### config.mk
export PLATFORM = sky130hd
export DESIGN_NAME = fifo_wr_arbiter
export DESIGN_NICKNAME = d
export VERILOG_FILES = /design/src/rtl/fifo_wr_arbiter.sv
export SDC_FILE = /design/constraint.sdc
export NUM_CORES = 1
export LEC_CHECK = 0
export ABC_CLOCK_PERIOD_IN_PS = 4250
export CORE_MARGIN = 5
export CORE_UTILIZATION = 40
export CTS_BUF_LIST = sky130_fd_sc_hd__clkbuf_8
export DETAILED_ROUTE_END_ITERATION = 12
export PLACE_DENSITY = 0.86
export SLEW_MARGIN = 25
export SYNTH_ARGS = -nofsm -noshare
export SYNTH_HDL_FRONTEND = slang
export SYNTH_SLANG_ARGS = --single-unit
### constraint.sdc
create_clock -name clk -period 4.25 [get_ports clk]
set_clock_uncertainty 0.05 [all_clocks]
set_input_delay 0.425 -clock clk [delete_from_list [all_inputs] [get_ports clk]]
set_output_delay 0.425 -clock clk [all_outputs]
set_load 0.01 [all_outputs]
### src/rtl/fifo_wr_arbiter.sv
// Purpose: round-robin arbiter that lets four requesters write bursts into one shared FIFO.
// Latency: 1 cycle from req to the first gnt (IDLE picks the owner, BURST grants); owner/busy are registered.
// Backpressure: fifo_full=1 stalls the burst in place (no gnt, beat count and owner hold, no timeout).
//
// Ports:
//   clk, reset          - single clock, asynchronous active-high reset
//   req/last/wdata      - per-requester request, end-of-burst marker and DW-bit data slice
//   gnt                 - one-hot beat-accept strobe (combinational)
//   fifo_full/wr_en/din - shared FIFO write port
//   owner, busy         - registered burst owner index and BURST-state flag
//   stat_sel, stat_cnt  - per-requester accepted-beat counter readout
//
// Build option: define FIFO_WR_ARB_STATS_EN to build four saturating 8-bit beat
// counters; without it stat_cnt is tied to 0.
module fifo_wr_arbiter #(
  parameter int DW        = 8,
  parameter int MAX_BURST = 4
) (
  input  logic            clk,
  input  logic            reset,
  input  logic [3:0]      req,
  input  logic [3:0]      last,
  input  logic [4*DW-1:0] wdata,
  output logic [3:0]      gnt,
  input  logic            fifo_full,
  output logic            fifo_wr_en,
  output logic [DW-1:0]   fifo_din,
  output logic [1:0]      owner,
  output logic            busy,
  input  logic [1:0]      stat_sel,
  output logic [7:0]      stat_cnt
);

  localparam logic ST_IDLE  = 1'b0;
  localparam logic ST_BURST = 1'b1;

  logic       state_q, state_d;
  logic [1:0] rr_ptr_q, rr_ptr_d;
  logic [1:0] owner_q, owner_d;
  logic [3:0] beat_cnt_q, beat_cnt_d;

  logic [1:0] pick;
  logic       pick_vld;
  logic       accept;
  logic [3:0] beat_cnt_inc;

  // Round-robin search: walk offsets from the highest down so the lowest
  // offset from rr_ptr (the first requester found going upward) wins.
  always_comb begin
    pick     = 2'd0;
    pick_vld = 1'b0;
    for (int k = 3; k >= 0; k--) begin
      if (req[2'(rr_ptr_q + 2'(k))]) begin
        pick     = 2'(rr_ptr_q + 2'(k));
        pick_vld = 1'b1;
      end
    end
  end

  // A beat is written only while the owner still requests and the FIFO has room.
  assign accept       = (state_q == ST_BURST) && req[owner_q] && !fifo_full;
  assign beat_cnt_inc = beat_cnt_q + 4'd1;

  assign gnt        = accept ? (4'b0001 << owner_q) : 4'b0000;
  assign fifo_wr_en = accept;
  // Gated so the write bus reads 0 whenever nothing is being written (including reset).
  assign fifo_din   = accept ? wdata[DW*owner_q +: DW] : '0;

  assign owner = owner_q;
  assign busy  = (state_q == ST_BURST);

  always_comb begin
    state_d    = state_q;
    rr_ptr_d   = rr_ptr_q;
    owner_d    = owner_q;
    beat_cnt_d = beat_cnt_q;
    case (state_q)
      ST_IDLE: begin
        beat_cnt_d = 4'd0;
        owner_d    = pick_vld ? pick : 2'd0;
        if (pick_vld) begin
          state_d = ST_BURST;
        end
      end
      ST_BURST: begin
        if (!req[owner_q]) begin
          // Owner withdrew: close the tenure without writing anything.
          state_d  = ST_IDLE;
          rr_ptr_d = owner_q + 2'd1;
          owner_d  = 2'd0;
        end else if (accept) begin
          beat_cnt_d = beat_cnt_inc;
          if (last[owner_q] || (beat_cnt_inc == 4'(MAX_BURST))) begin
            state_d  = ST_IDLE;
            rr_ptr_d = owner_q + 2'd1;
            owner_d  = 2'd0;
          end
        end
      end
      default: begin
        state_d = ST_IDLE;
        owner_d = 2'd0;
      end
    endcase
  end

  always_ff @(posedge clk or posedge reset) begin
    if (reset) begin
      state_q    <= ST_IDLE;
      rr_ptr_q   <= 2'd0;
      owner_q    <= 2'd0;
      beat_cnt_q <= 4'd0;
    end else begin
      state_q    <= state_d;
      rr_ptr_q   <= rr_ptr_d;
      owner_q    <= owner_d;
      beat_cnt_q <= beat_cnt_d;
    end
  end

`ifdef FIFO_WR_ARB_STATS_EN
  logic [3:0][7:0] stat_q, stat_d;

  always_comb begin
    stat_d = stat_q;
    for (int i = 0; i < 4; i++) begin
      if (gnt[i] && (stat_q[i] != 8'hff)) begin
        stat_d[i] = stat_q[i] + 8'd1;
      end
    end
  end

  always_ff @(posedge clk or posedge reset) begin
    if (reset) begin
      stat_q <= '0;
    end else begin
      stat_q <= stat_d;
    end
  end

  assign stat_cnt = stat_q[stat_sel];
`else
  logic [1:0] unused_stat_sel;
  assign unused_stat_sel = stat_sel;
  assign stat_cnt        = 8'd0;
`endif

endmodule

After elaboration in Yosys (flattened, before gate mapping)

Cells that the tools add are included.

Bits in registers: 9
Latch bits: 0
Bits in writable memories: 0
ROM bits: 0
Input port bits: 45
Output and inout bits: 24
Memories: 0

$add $sub $neg: 5
$mul: 0
Divide/modulo/power cells: 0
Order comparisons: 5
Equality and inequality tests: 7
Shift-type cells: 2
Multiplexer cells: 38
Bitwise logic cells: 1
Reduce and logical (&&, ||, !) cells: 7

Operator list:

| operator            | count |
|---|---|
| $shiftx 32x6->8     | 1 |
| $mux 2              | 11 |
| $lt 2x3->1 const B  | 5 |
| $mux 1              | 14 |
| $bmux 1 s2          | 6 |
| $mux 4              | 3 |
| $mux 8              | 1 |
| $pmux 4 s2          | 1 |
| $ne 2x1->1 const B  | 3 |
| $add 2x1->2 const B | 2 |
| $add 2x2->2 const B | 2 |
| $add 4x1->4 const B | 1 |
| $eq 4x3->1 const B  | 1 |
| $pmux 2 s2          | 1 |
| $reduce_and 2->1    | 2 |
| $shl 1x2->4 const A | 1 |
| $ne 3x2->1 const B  | 1 |
| $ne 3x3->1 const B  | 1 |
| $reduce_and 3->1    | 1 |
| $logic_and 1x1->1   | 2 |
| $ne 2x2->1 const B  | 1 |
| $pmux 1 s2          | 1 |
| $logic_not 1->1     | 1 |
| $logic_or 1x1->1    | 1 |
| $not 1->1           | 1 |

Depth between registers and ports, before layout

Depth after elaboration: 9
Mapped depth: 6
Gate-level depth less buffers: 6

Worst setup path before layout

No wires, ideal clock.

Path kind: register to output
From: register owner_q[0] (netlist: owner[0])
To: output port gnt[2]
Arrival time: 1.546 ns
Data required time: 3.775 ns
Path slack: 2.229 ns
Cell stages (with the launch flop): 6
Buffers on the path: 1
Cells stage by stage: dfrtp_1 mux4_2 nand2_1 nor2_2 buf_2 and2_1

Cells in the longest elaborated chain, start to end: 5

Ends and longest elaborated chain:

| item                            | line | RTL |
|---|---|---|
| start: declaration              | 39   | `logic [1:0] owner_q, owner_d;` |
| start signal: assignment        | 116  | `owner_q <= owner_d;` |
| $bmux 1 s2                      | 61   | `assign accept = (state_q == ST_BURST) && req[owner_q] && !fifo_full;` |
| $mux 1 (not written as such)    | 61   |  |
| $logic_and 1x1->1 (2 in series) | 61   |  |
| named net fifo_wr_en            | 26   | `output logic fifo_wr_en,` |
| $mux 4                          | 64   | `assign gnt = accept ? (4'b0001 << owner_q) : 4'b0000;` |
| end: declaration                | 24   | `output logic [3:0] gnt,` |

The timed path passes the listed nets, and every way through them passes these cells. The select of a mux whose other input is x is not followed.

Final worst setup path

From: input port req[1]
To: output port fifo_din[0]

Cells in the longest elaborated chain, start to end: 5

Ends and longest elaborated chain:

| item                            | line | RTL |
|---|---|---|
| start: declaration              | 21   | `input logic [3:0] req,` |
| $bmux 1 s2                      | 61   |  |
| $mux 1 (not written as such)    | 61   |  |
| $logic_and 1x1->1 (2 in series) | 61   |  |
| $mux 8                          | 67   | `assign fifo_din = accept ? wdata[DW*owner_q +: DW] : '0;` |
| end: declaration                | 27   | `output logic [DW-1:0] fifo_din,` |

Every way passes these cells. The select of a mux whose other input is x is not followed.

==> metrics.txt <==
power per cell area=414 nW/um^2; total global routing overflow=0; via-per-instance ratio=5.12; cts repair resizes=0; Final Setup Violations=0; post-synthesis sequential area ratio=22.0%; RSZ-0062 raised after global routing=false; vias in the first global route=985; Cell Rows=18; I/O pin total=69; Pleak=0.672 nW; maxcap violations=0; crit-path max FO=13; final hold violations=0; most common cell after layout, fill and taps aside=clkdlybuf4s50_1; reg2reg setup slack=2.19 ns; Setup Crit Path Kind=input pin to output pin; Final #Nets=215; Die Y=60.6 um; register bit total from synthesis=9; worst hold path type=input pin to asynchronous set/reset pin; f_max=329 MHz; Post-Synthesis Cells=104; Starting Density=41.8%; final WL=2.90 mm; most frequent cells in the layout=clkdlybuf4s50_1 (58), and2_1 (15), mux4_2 (10), nand2_1 (9), dfrtp_1 (9); Design Area, Final=1650 um^2; Final min period=3.04 ns; Sink Count=9; clock buffer count from CTS=3; Die Footprint=3680 um^2; largest net degree at the start of global routing=15; status=finished, final reports clean; DR WL/cell=15.0 um; Mapped Area=1030 um^2; worst vdd ir=277 uV; yosys warns=0; unique cell type count in the Yosys netlist=34; hold buffer count at CTS=0; core area=2450 um^2; Global Route Usage Sum=16.1%; HPWL Detailed=2.46 mm; TritonCTS clock tree=yes; Crit path arrival time=2.57 ns; Area Overhead vs Synth=60.6%; Final period util=71.6%; syn avg cell area=9.87 um^2; initial antenna violation count=0; first-iteration detailed-routing DRC count=18; number of remaining DRC errors=0; antenna-violating nets left=0; Worst-path clk slew=0.05 ns; Relative slew margins=63.7%; share of cells above drive strength 1=14.1%; setup TNS=0 ns; worst reg2reg path endpoint=rr_ptr_q[1]; Placed Area=1600 um^2; CTS Root Buffer Type=clkbuf_8; worst reg2reg startpoint=owner[0]; via count=989; required time worst endpoint=3.77 ns; worst r2r path cells=6; Die Width=60.6 um; clk_lat worst skew=0.23 ns; # diodes=0; H-Tree Depth=1; DR pass1 iterations=4; port bufs=58; first-pass GRT wire length=4.43 mm; crit path capture type=output pin; Worst-Margin Slew=0.544 ns; pins over their slew limit=0; setup bufs post-CTS=0; routability cong.=0.901; CP Launch Type=input pin; clk buf depth=2
## routing by layer
layer | vias up | wire length [um] | global-route usage [%]
li1 | 466 | - | -
met1 | 481 | 1120 | 20.8
met2 | 34 | 1540 | 26.6
met3 | 8 | 142 | 1.49
met4 | 0 | 97 | 8.67
met5 | - | 0 | 0
## registers in the layout, indices dropped and copies added, names as in the netlist
register / flops
busy: 1
owner: 2
beat_cnt_q: 4
rr_ptr_q: 2
## cell type report
cell class / count / area [um^2]
Multi-Input combinational cell: 86 / 733
Timing Repair Buffer: 59 / 588
Clock inverter: 1 / 3.75
Fill cell: 197 / 807
Clock buffer: 3 / 41.3
Inverter: 5 / 18.8
Sequential cell: 9 / 225
Tap cell: 30 / 37.5
## logic make-up (layout without fill, tap and decap cells)
group                      Yosys count  in the layout  synth area share [%]
buffers and inverters               16             68                  9.15
and+or+nand+nor                     42             42                  23.7
muxes                               12             12                  24.0
DFF                                  9              9                  22.0
xor gates and xnor gates             3              3                  2.56
AOI/OAI and AO/OA                   15             15                  11.0
adders and majority gates            6              6                  7.32
other                                1              8                 0.366
## critical path, stage by stage
cell             delay [ns]
clkdlybuf4s50_1        0.59
mux4_2                 0.34
nand2_1                0.09
nor2_2                 0.37
and2_1                 0.21
clkdlybuf4s50_1        0.54
## report_power, final
part	switching, W	leakage [nW]	internal, W
clock	0.0000354	0.0269	0.0000630
sequential	0.0000593	0.115	0.000115
combinational	0.000163	0.531	0.000246
## stage by stage
step	total power, W	utilization [%]	setup slack, ns	instances	hold WS (ns)
finish	0.000682	67.1	1.21	193	0.396
global route	0.000737	67.1	1.06	193	0.440
CTS	0.000689	67.1	1.22	193	0.411
detailed placement	0.000586	65.3	1.22	189	0.536
global placement	0.000573	65.3	1.27	189	0.519
floorplan	0.000430	-	2.23	111	0.203
## cells in the mapped netlist
library cell | number | area (um^2)
mux2_1 | 1 | 11.3
nor2_1 | 3 | 11.3
nor2b_1 | 5 | 31.3
o21ai_0 | 2 | 10.0
nand2b_1 | 2 | 12.5
clkinv_1 | 1 | 3.75
nor2b_4 | 1 | 13.8
conb_1 | 1 | 3.75
and2_1 | 15 | 93.8
nor2_2 | 1 | 6.26
o21ai_1 | 1 | 5.00
mux4_2 | 10 | 225
o211ai_1 | 1 | 7.51
ha_1 | 6 | 75.1
nand2_1 | 9 | 33.8
a21oi_2 | 1 | 8.76
o21bai_1 | 1 | 7.51
buf_4 | 8 | 60.1
o21ai_2 | 1 | 8.76
o211ai_2 | 1 | 12.5
and3_1 | 1 | 6.26
mux2i_1 | 1 | 10.0
inv_1 | 3 | 11.3
a21boi_1 | 1 | 7.51
a21oi_1 | 4 | 20.0
dfrtp_1 | 9 | 225
nand4b_1 | 1 | 8.76
inv_2 | 1 | 3.75
nor3_1 | 2 | 10.0
xnor2_1 | 3 | 26.3
or2_4 | 1 | 8.76
o22ai_2 | 2 | 25.0
nor4_1 | 1 | 6.26
buf_2 | 3 | 15.0
## how the worst max path moves through the flow
stage	start	to	slack (ns)	cells past startpoint
after floorplan	owner[0]	gnt[2]	2.23	5
after global placement	req[1]	fifo_din[0]	1.27	6
after detailed placement	req[1]	fifo_din[0]	1.22	6
after CTS	req[1]	fifo_din[0]	1.22	6
after global routing	req[1]	fifo_din[0]	1.06	6
final	req[1]	fifo_din[0]	1.21	6
(Power assumes the default switching activity.)
